**src/rtl/mmio_uart_tx_if.sv**
```systemverilog
// Data-memory bus bundle for the mmio_uart_tx responder.
// The cpu side is the master; the peripheral answers with rd_data and hit.
interface mmio_uart_tx_if;
    logic        wr_sig;
    logic [31:0] wr_data;
    logic [31:0] addr;
    logic [31:0] rd_data;
    logic        hit;

    modport master (output wr_sig, wr_data, addr, input rd_data, hit);
    modport slave  (input wr_sig, wr_data, addr, output rd_data, hit);
endinterface

```
**src/rtl/mmio_uart_tx.sv**
```systemverilog
// Memory-mapped 8N1 UART transmitter with TX FIFO and programmable baud divisor.
// Optional UART_TX_IRQ_EN adds a registered irq output and the STATUS irq_en bit.
//
//   state | meaning
//   IDLE  | line high; pops the FIFO head and latches the divisor when data is queued
//   START | start bit (low) for div cycles
//   DATA  | eight data bits, LSB first, div cycles each
//   STOP  | stop bit (high) for div cycles
module mmio_uart_tx #(
    parameter logic [31:0] BASE_ADDR   = 32'h0000_1000,
    parameter int          FIFO_DEPTH  = 8,
    parameter logic [15:0] DEFAULT_DIV = 16'd868
) (
    input  logic           clk,
    input  logic           reset_n,
    mmio_uart_tx_if.slave  bus,
    output logic           tx
`ifdef UART_TX_IRQ_EN
    ,
    output logic           irq
`endif
);

    localparam int PW = $clog2(FIFO_DEPTH);
    localparam int CW = PW + 1;

    typedef enum logic [1:0] {IDLE, START, DATA, STOP} state_t;

    state_t        state;
    logic [7:0]    fifo_mem [FIFO_DEPTH];
    logic [PW-1:0] rd_ptr;
    logic [PW-1:0] wr_ptr;
    logic [CW-1:0] count;
    logic          overflow;
    logic          irq_en;
    logic [15:0]   divisor;
    logic [15:0]   div_eff;
    logic [15:0]   div_shadow;
    logic [15:0]   cnt;
    logic [7:0]    shift;
    logic [2:0]    bit_idx;

    logic [1:0]    sel;
    logic          wr_en;
    logic          push;
    logic          pop;
    logic          status_wr;
    logic          div_wr;
    logic          empty;
    logic          full;
    logic          busy;
    logic          unused_bits;

    assign sel       = bus.addr[3:2];
    assign bus.hit   = (bus.addr[31:4] == BASE_ADDR[31:4]);
    assign wr_en     = bus.wr_sig & bus.hit;
    assign push      = wr_en & (sel == 2'd0);
    assign status_wr = wr_en & (sel == 2'd1);
    assign div_wr    = wr_en & (sel == 2'd2);
    assign empty     = (count == '0);
    assign full      = (count == CW'(FIFO_DEPTH));
    assign busy      = (state != IDLE);
    assign pop       = (state == IDLE) & ~empty;
    assign div_eff   = (divisor == 16'd0) ? 16'd1 : divisor;

    assign unused_bits = ^{bus.wr_data[31:16], bus.addr[1:0]};

    always_comb begin
        bus.rd_data = 32'd0;
        if (bus.hit) begin
            case (sel)
                2'd1:    bus.rd_data = {27'd0, irq_en, overflow, busy, full, empty};
                2'd2:    bus.rd_data = {16'd0, divisor};
                default: bus.rd_data = 32'd0;
            endcase
        end
    end

    always_ff @(posedge clk) begin
        if (push && !full) begin
            fifo_mem[wr_ptr] <= bus.wr_data[7:0];
        end
    end

    // A push into a full FIFO is dropped even when a pop frees a slot the same cycle.
    always_ff @(posedge clk) begin
        if (reset_n) begin
            rd_ptr   <= '0;
            wr_ptr   <= '0;
            count    <= '0;
            overflow <= 1'b0;
        end else begin
            if (push && !full) begin
                wr_ptr <= wr_ptr + PW'(1);
            end
            if (pop) begin
                rd_ptr <= rd_ptr + PW'(1);
            end
            case ({push & ~full, pop})
                2'b10:   count <= count + CW'(1);
                2'b01:   count <= count - CW'(1);
                default: count <= count;
            endcase
            if (push && full) begin
                overflow <= 1'b1;
            end else if (status_wr && bus.wr_data[3]) begin
                overflow <= 1'b0;
            end
        end
    end

    always_ff @(posedge clk) begin
        if (reset_n) begin
            divisor <= DEFAULT_DIV;
        end else if (div_wr) begin
            divisor <= bus.wr_data[15:0];
        end
    end

`ifdef UART_TX_IRQ_EN
    always_ff @(posedge clk) begin
        if (reset_n) begin
            irq_en <= 1'b0;
            irq    <= 1'b0;
        end else begin
            if (status_wr) begin
                irq_en <= bus.wr_data[4];
            end
            irq <= irq_en & empty & ~busy;
        end
    end
`else
    assign irq_en = 1'b0;
`endif

    // tx follows the state one cycle late so the line is always a flop output.
    always_ff @(posedge clk) begin
        if (reset_n) begin
            state      <= IDLE;
            tx         <= 1'b1;
            cnt        <= 16'd0;
            div_shadow <= 16'd1;
            shift      <= 8'd0;
            bit_idx    <= 3'd0;
        end else begin
            case (state)
                IDLE: begin
                    tx <= 1'b1;
                    if (!empty) begin
                        shift      <= fifo_mem[rd_ptr];
                        div_shadow <= div_eff;
                        cnt        <= div_eff - 16'd1;
                        state      <= START;
                    end
                end
                START: begin
                    tx <= 1'b0;
                    if (cnt == 16'd0) begin
                        cnt     <= div_shadow - 16'd1;
                        bit_idx <= 3'd0;
                        state   <= DATA;
                    end else begin
                        cnt <= cnt - 16'd1;
                    end
                end
                DATA: begin
                    tx <= shift[0];
                    if (cnt == 16'd0) begin
                        cnt   <= div_shadow - 16'd1;
                        shift <= shift >> 1;
                        if (bit_idx == 3'd7) begin
                            state <= STOP;
                        end else begin
                            bit_idx <= bit_idx + 3'd1;
                        end
                    end else begin
                        cnt <= cnt - 16'd1;
                    end
                end
                STOP: begin
                    tx <= 1'b1;
                    if (cnt == 16'd0) begin
                        state <= IDLE;
                    end else begin
                        cnt <= cnt - 16'd1;
                    end
                end
                default: begin
                    tx    <= 1'b1;
                    state <= IDLE;
                end
            endcase
        end
    end

endmodule

```
**src/flat_wrapper.sv**
```systemverilog
// flat-port wrapper written by rule: the top's interface ports become plain ports
module mmio_uart_tx_flat 
#(
    parameter logic [31:0] BASE_ADDR   = 32'h0000_1000,
    parameter int          FIFO_DEPTH  = 8,
    parameter logic [15:0] DEFAULT_DIV = 16'd868
)
  (clk, reset_n, tx, bus_wr_sig, bus_wr_data, bus_addr, bus_rd_data, bus_hit);
  mmio_uart_tx_if bus_i ();
  input  logic clk;
  input  logic reset_n;
  output logic tx;
  input wire logic [$bits(bus_i.wr_sig)-1:0] bus_wr_sig;
  input wire logic [$bits(bus_i.wr_data)-1:0] bus_wr_data;
  input wire logic [$bits(bus_i.addr)-1:0] bus_addr;
  output wire logic [$bits(bus_i.rd_data)-1:0] bus_rd_data;
  output wire logic [$bits(bus_i.hit)-1:0] bus_hit;
  assign bus_i.wr_sig = bus_wr_sig;
  assign bus_i.wr_data = bus_wr_data;
  assign bus_i.addr = bus_addr;
  assign bus_rd_data = bus_i.rd_data;
  assign bus_hit = bus_i.hit;
  mmio_uart_tx #(.BASE_ADDR(BASE_ADDR), .FIFO_DEPTH(FIFO_DEPTH), .DEFAULT_DIV(DEFAULT_DIV)) u_core (.clk(clk), .reset_n(reset_n), .bus(bus_i), .tx(tx));
endmodule
```
**config.mk**
```make
export PLATFORM = sky130hd
export DESIGN_NAME = mmio_uart_tx_flat
export DESIGN_NICKNAME = d
export VERILOG_FILES = /design/src/rtl/mmio_uart_tx_if.sv /design/src/rtl/mmio_uart_tx.sv /design/src/flat_wrapper.sv
export SDC_FILE = /design/constraint.sdc
export NUM_CORES = 1
export LEC_CHECK = 0
export CORE_MARGIN = 4
export CORE_UTILIZATION = 50
export CTS_BUF_LIST = sky130_fd_sc_hd__clkbuf_16
export DETAILED_ROUTE_END_ITERATION = 8
export GPL_ROUTABILITY_DRIVEN = 0
export PLACE_DENSITY = 0.74
export SLEW_MARGIN = 10
export SYNTH_ARGS = -nofsm -noshare
export SYNTH_HDL_FRONTEND = slang
export SYNTH_SLANG_ARGS = --single-unit
```
**constraint.sdc**
```tcl
create_clock -name clk -period 3.7 [get_ports clk]
set_input_delay 0.74 -clock clk [delete_from_list [all_inputs] [get_ports clk]]
set_output_delay 0.74 -clock clk [all_outputs]
set_load 0.1 [all_outputs]
```
==> Implementation_results.wiki <==
{| class="wikitable"
! Metric !! Value
|-
| End-of-flow core utilization || between 60 and 70%
|-
| Slew Limit Headroom || 23.39%
|-
| Instance area at placement || ~8000 um2
|-
| CTS HTree Levels || 4
|-
| Layout overhead on the synthesized area || 21.68%
|-
| GRT Overall Usage || 21.85%
|-
| Setup repair after global routing missed its margin || no
|-
| Yosys synthesis warning count || 0
|-
| CP max-delay cell || nor4b_1
|-
| Library cell used as clock root buffer || clkbuf_16
|-
| Total wire length after detailed routing || between 15 and 20 mm
|-
| Final hold slack || ~470 ps
|-
| HPWL Detailed || 12.06 mm
|-
| Area of the multi-input gates || between 3000 and 4000 um2
|-
| # nets final || 833
|-
| Peak VDD IR || between 0.0003 and 0.0004 V
|-
| Post-CTS setup repair buffer count || 0
|-
| Leading register cell type out of synthesis || dfxtp_1
|-
| Main area contributors after synthesis || edfxtp_1, dfxtp_1, mux4_2, mux2i_1, nand2_1
|-
| Critical path fanouts, max || 16
|-
| Post-route cell area || roughly 8600 um2
|-
| Area of the mapped netlist || 7074 um2
|-
| Final critical-path share of the clock period || between 90% and 100%
|-
| CP arrival || ~2700 ps
|-
| Maximum root-to-sink buffer count || 2
|-
| Type of destination of the critical path || primary output
|-
| Type of the setup path with the least slack || in -> out
|-
| Worst r2r path cells || 8
|-
| Final Setup Violations || 0
|-
| Post-cts repair resize count || 0
|-
| Setup ws final || between 200 and 300 ps
|-
| Initial Util || between 50% and 60%
|-
| Row Count || 43
|-
| Min Clock Period, post-route || around 3400 ps
|-
| Fmax || a little under 300 MHz
|-
| Cell class contributing the biggest share of worst-path delay || simple AND/OR/NAND/NOR gates
|-
| Post-synthesis area per instance || around 10 um2
|-
| ANT cells || 0
|-
| Critical path, cell by cell || clkdlybuf4s50_1, nor4b_1, nand4_1, nor2_1, buf_4, nand2_1, nor2_2, buf_12
|-
| Total power divided by cell area || between 500 and 600 nW/um2
|-
| Peak per-stage delay on the critical path || roughly 400 ps
|-
| Total I/O pin count || slightly above 100
|-
| Total of flip-flops plus latches after synthesis || 140
|-
| Final total power || between 4 and 5 mW
|-
| Routed length per placed instance || 18.28 um
|-
| Post-route ant nets || 0
|-
| Number of distinct library cells after synthesis || 70
|-
| Maximum number of pins on one net before global-route repair || 41
|-
| Part of the Yosys area used for sequential elements || between 40% and 50%
|-
| TritonCTS clock tree || done
|-
| Die outline width || between 100 and 150 um
|-
| CP Launch Type || primary input
|-
| Pre-antenna DRT Iters || 5
|-
| Worst reg2reg startpoint || u_core.cnt[0]
|-
| Congestion Overflow GR || 0
|-
| Clock Latency Late Sink || 430 ps
|-
| Wire length of the first global-routing pass || 27.99 mm
|-
| First DRT Iteration DRCs || roughly 500
|-
| Die span in y || 126.9 um
|-
| Synthesized netlist cell count || roughly 700
|-
| Number of global-route vias before repair || around 5.5k
|-
| Area of the die || around 16000 um2
|-
| Cell depth of the worst min-delay path || 2
|-
| Most common cell in the netlist || dfxtp_1
|-
| DR vias || between 5k and 6k
|-
| Worst slack at placement || -2.460 ps
|-
| Sequential cell area || about 3400 um2
|-
| Portion of synthesized cell area occupied by the leading cell type || roughly 27%
|-
| Share of synthesized flip-flops with an asynchronous set or reset || 0%
|-
| Measured slew at the worst slew-check pin || roughly 1100 ps
|-
| Worst clock skew || between 9 and 10 ps
|-
| Library cell with the largest summed area after synthesis || edfxtp_1
|-
| CP Data Required Time || approximately 3000 ps
|-
| Number of inserted filler cells in the final layout || about 1.1k
|-
| Register-to-register path setup slack || ~530 ps
|-
| Worst hold path endpoint || u_core.bit_idx[2]
|-
| Port buffer count || 66
|-
| R2r endpoint || u_core.cnt[15]
|-
| Via density || roughly 5.9
|-
| Run status || finished clean
|-
| Slew Viols, Final || 0
|-
| Number of placed instances, taps included || slightly above 900
|-
| Leading cell types by count after synthesis || dfxtp_1, nand2_1, edfxtp_1
|-
| Cts bufs inserted || 17
|-
| Initial antenna violation count || 0
|-
| Worst hold start || u_core.bit_idx[2]
|-
| Clock net sink count || 140
|-
| Cell leakage power || between 3 and 4 nW
|-
| Count of max-cap constraint violations || 0
|-
| Clock transition at path regs || 60 ps
|-
| Setup tns final || 0 ps
|-
| Number of buffers added to fix hold violations after cts || 0
|-
| Bufs and invs on worst path || 3
|-
| Area of the core || ~14000 um2
|-
| Post-route insts no fill || 941
|-
| Proportion of layout cells with a drive suffix above 1 || roughly an eighth
|-
| Number of synthesized flops with an enable pin || 64
|-
| Worst Hold Class || reg -> reg
|-
| DRC violations left || 0
|-
| Final Hold Violating Endpoints || 0
|}
[state kept, by name (all words and copies together) (netlist names), named ones only]
name and flops:
u_core.state 2, u_core.count 4, u_core.tx 1, u_core.div_shadow 16
u_core.fifo_mem 64, u_core.overflow 1, u_core.rd_ptr 3, u_core.cnt 16
u_core.bit_idx 3, u_core.shift 8, u_core.divisor 16, u_core.wr_ptr 3
[worst max path at each step]
stage | startpoint | endpoint | slack [ps] | depth (start not counted)
4_1_cts | bus_addr[13] | bus_rd_data[0] | 250 | 8
3_3_place_gp | bus_addr[13] | u_core.count[2] | 140 | 13
6_report | bus_addr[13] | bus_rd_data[2] | 290 | 8
5_1_grt | bus_addr[13] | bus_rd_data[3] | 190 | 8
2_1_floorplan | bus_addr[13] | bus_rd_data[0] | -90 | 6
3_5_place_dp | bus_addr[13] | u_core.count[2] | -2 | 13
[worst register-to-register path, cell delays in order (launching register included)]
cell and delay [ps]:
dfxtp_1 440, inv_1 100, ha_1 280, nor4b_1 190, and4_1 360, a21boi_0 950
nand2_1 200, a211oi_1 400, nor3_1 120
[cells by family (layout without fill, tap and decap cells)]
| group | Yosys count | in the layout | synth area share (%) |
|---|---|---|---|
| AND/OR/NAND/NOR | 243 | 243 | 17.24 |
| XOR/XNOR | 38 | 38 | 4.705 |
| adder cells (fa/ha/maj) | 18 | 18 | 3.184 |
| other | 1 | 16 | 0.05301 |
| multiplexers | 51 | 51 | 10.05 |
| flip-flops | 140 | 140 | 48.67 |
| AO/OA/AOI/OAI | 118 | 118 | 10.58 |
| buffers and inverters | 73 | 137 | 5.518 |
[power breakdown]
group / switching, mW / internal (mW) / total (mW)
clock network: 0.690 / 1.00 / 1.69
registers: 0.0569 / 1.67 / 1.72
logic: 0.709 / 0.386 / 1.10
[area by class of cell]
class / count / area share, %
tap: 180 / 2.616
multi-input combinational: 484 / 38.42
clock inverter: 15 / 1.860
sequential: 140 / 40.00
clock buffer: 17 / 4.942
inverter: 19 / 0.8285
timing repair buffer: 86 / 11.34
[routing by layer]
layer  vias to the layer above  wire length [um]  GRT usage (%)
met3                        39              1332          5.895
li1                       2595                 -              -
met1                      2663              7373          28.75
met5                         -                 0              0
met4                         0               361          8.580
met2                       264              8132          34.53
[layout by cell type, fill, tap and decap left out, types with 6 or more instances in the layout]
master / instances
a21oi_1: 43
a22oi_1: 8
and3_1: 17
buf_12: 17
buf_4: 20
clkbuf_16: 17
clkdlybuf4s50_1: 48
conb_1: 16
dfxtp_1: 76
edfxtp_1: 64
ha_1: 18
inv_1: 17
mux2i_1: 35
mux4_2: 16
nand2_1: 71
nand3_1: 13
nand4_1: 6
nor2_1: 57
nor3_1: 14
nor4_1: 17
o21ai_0: 25
xnor2_1: 14
xor2_1: 24
Power figures use the tool's default switching activity.
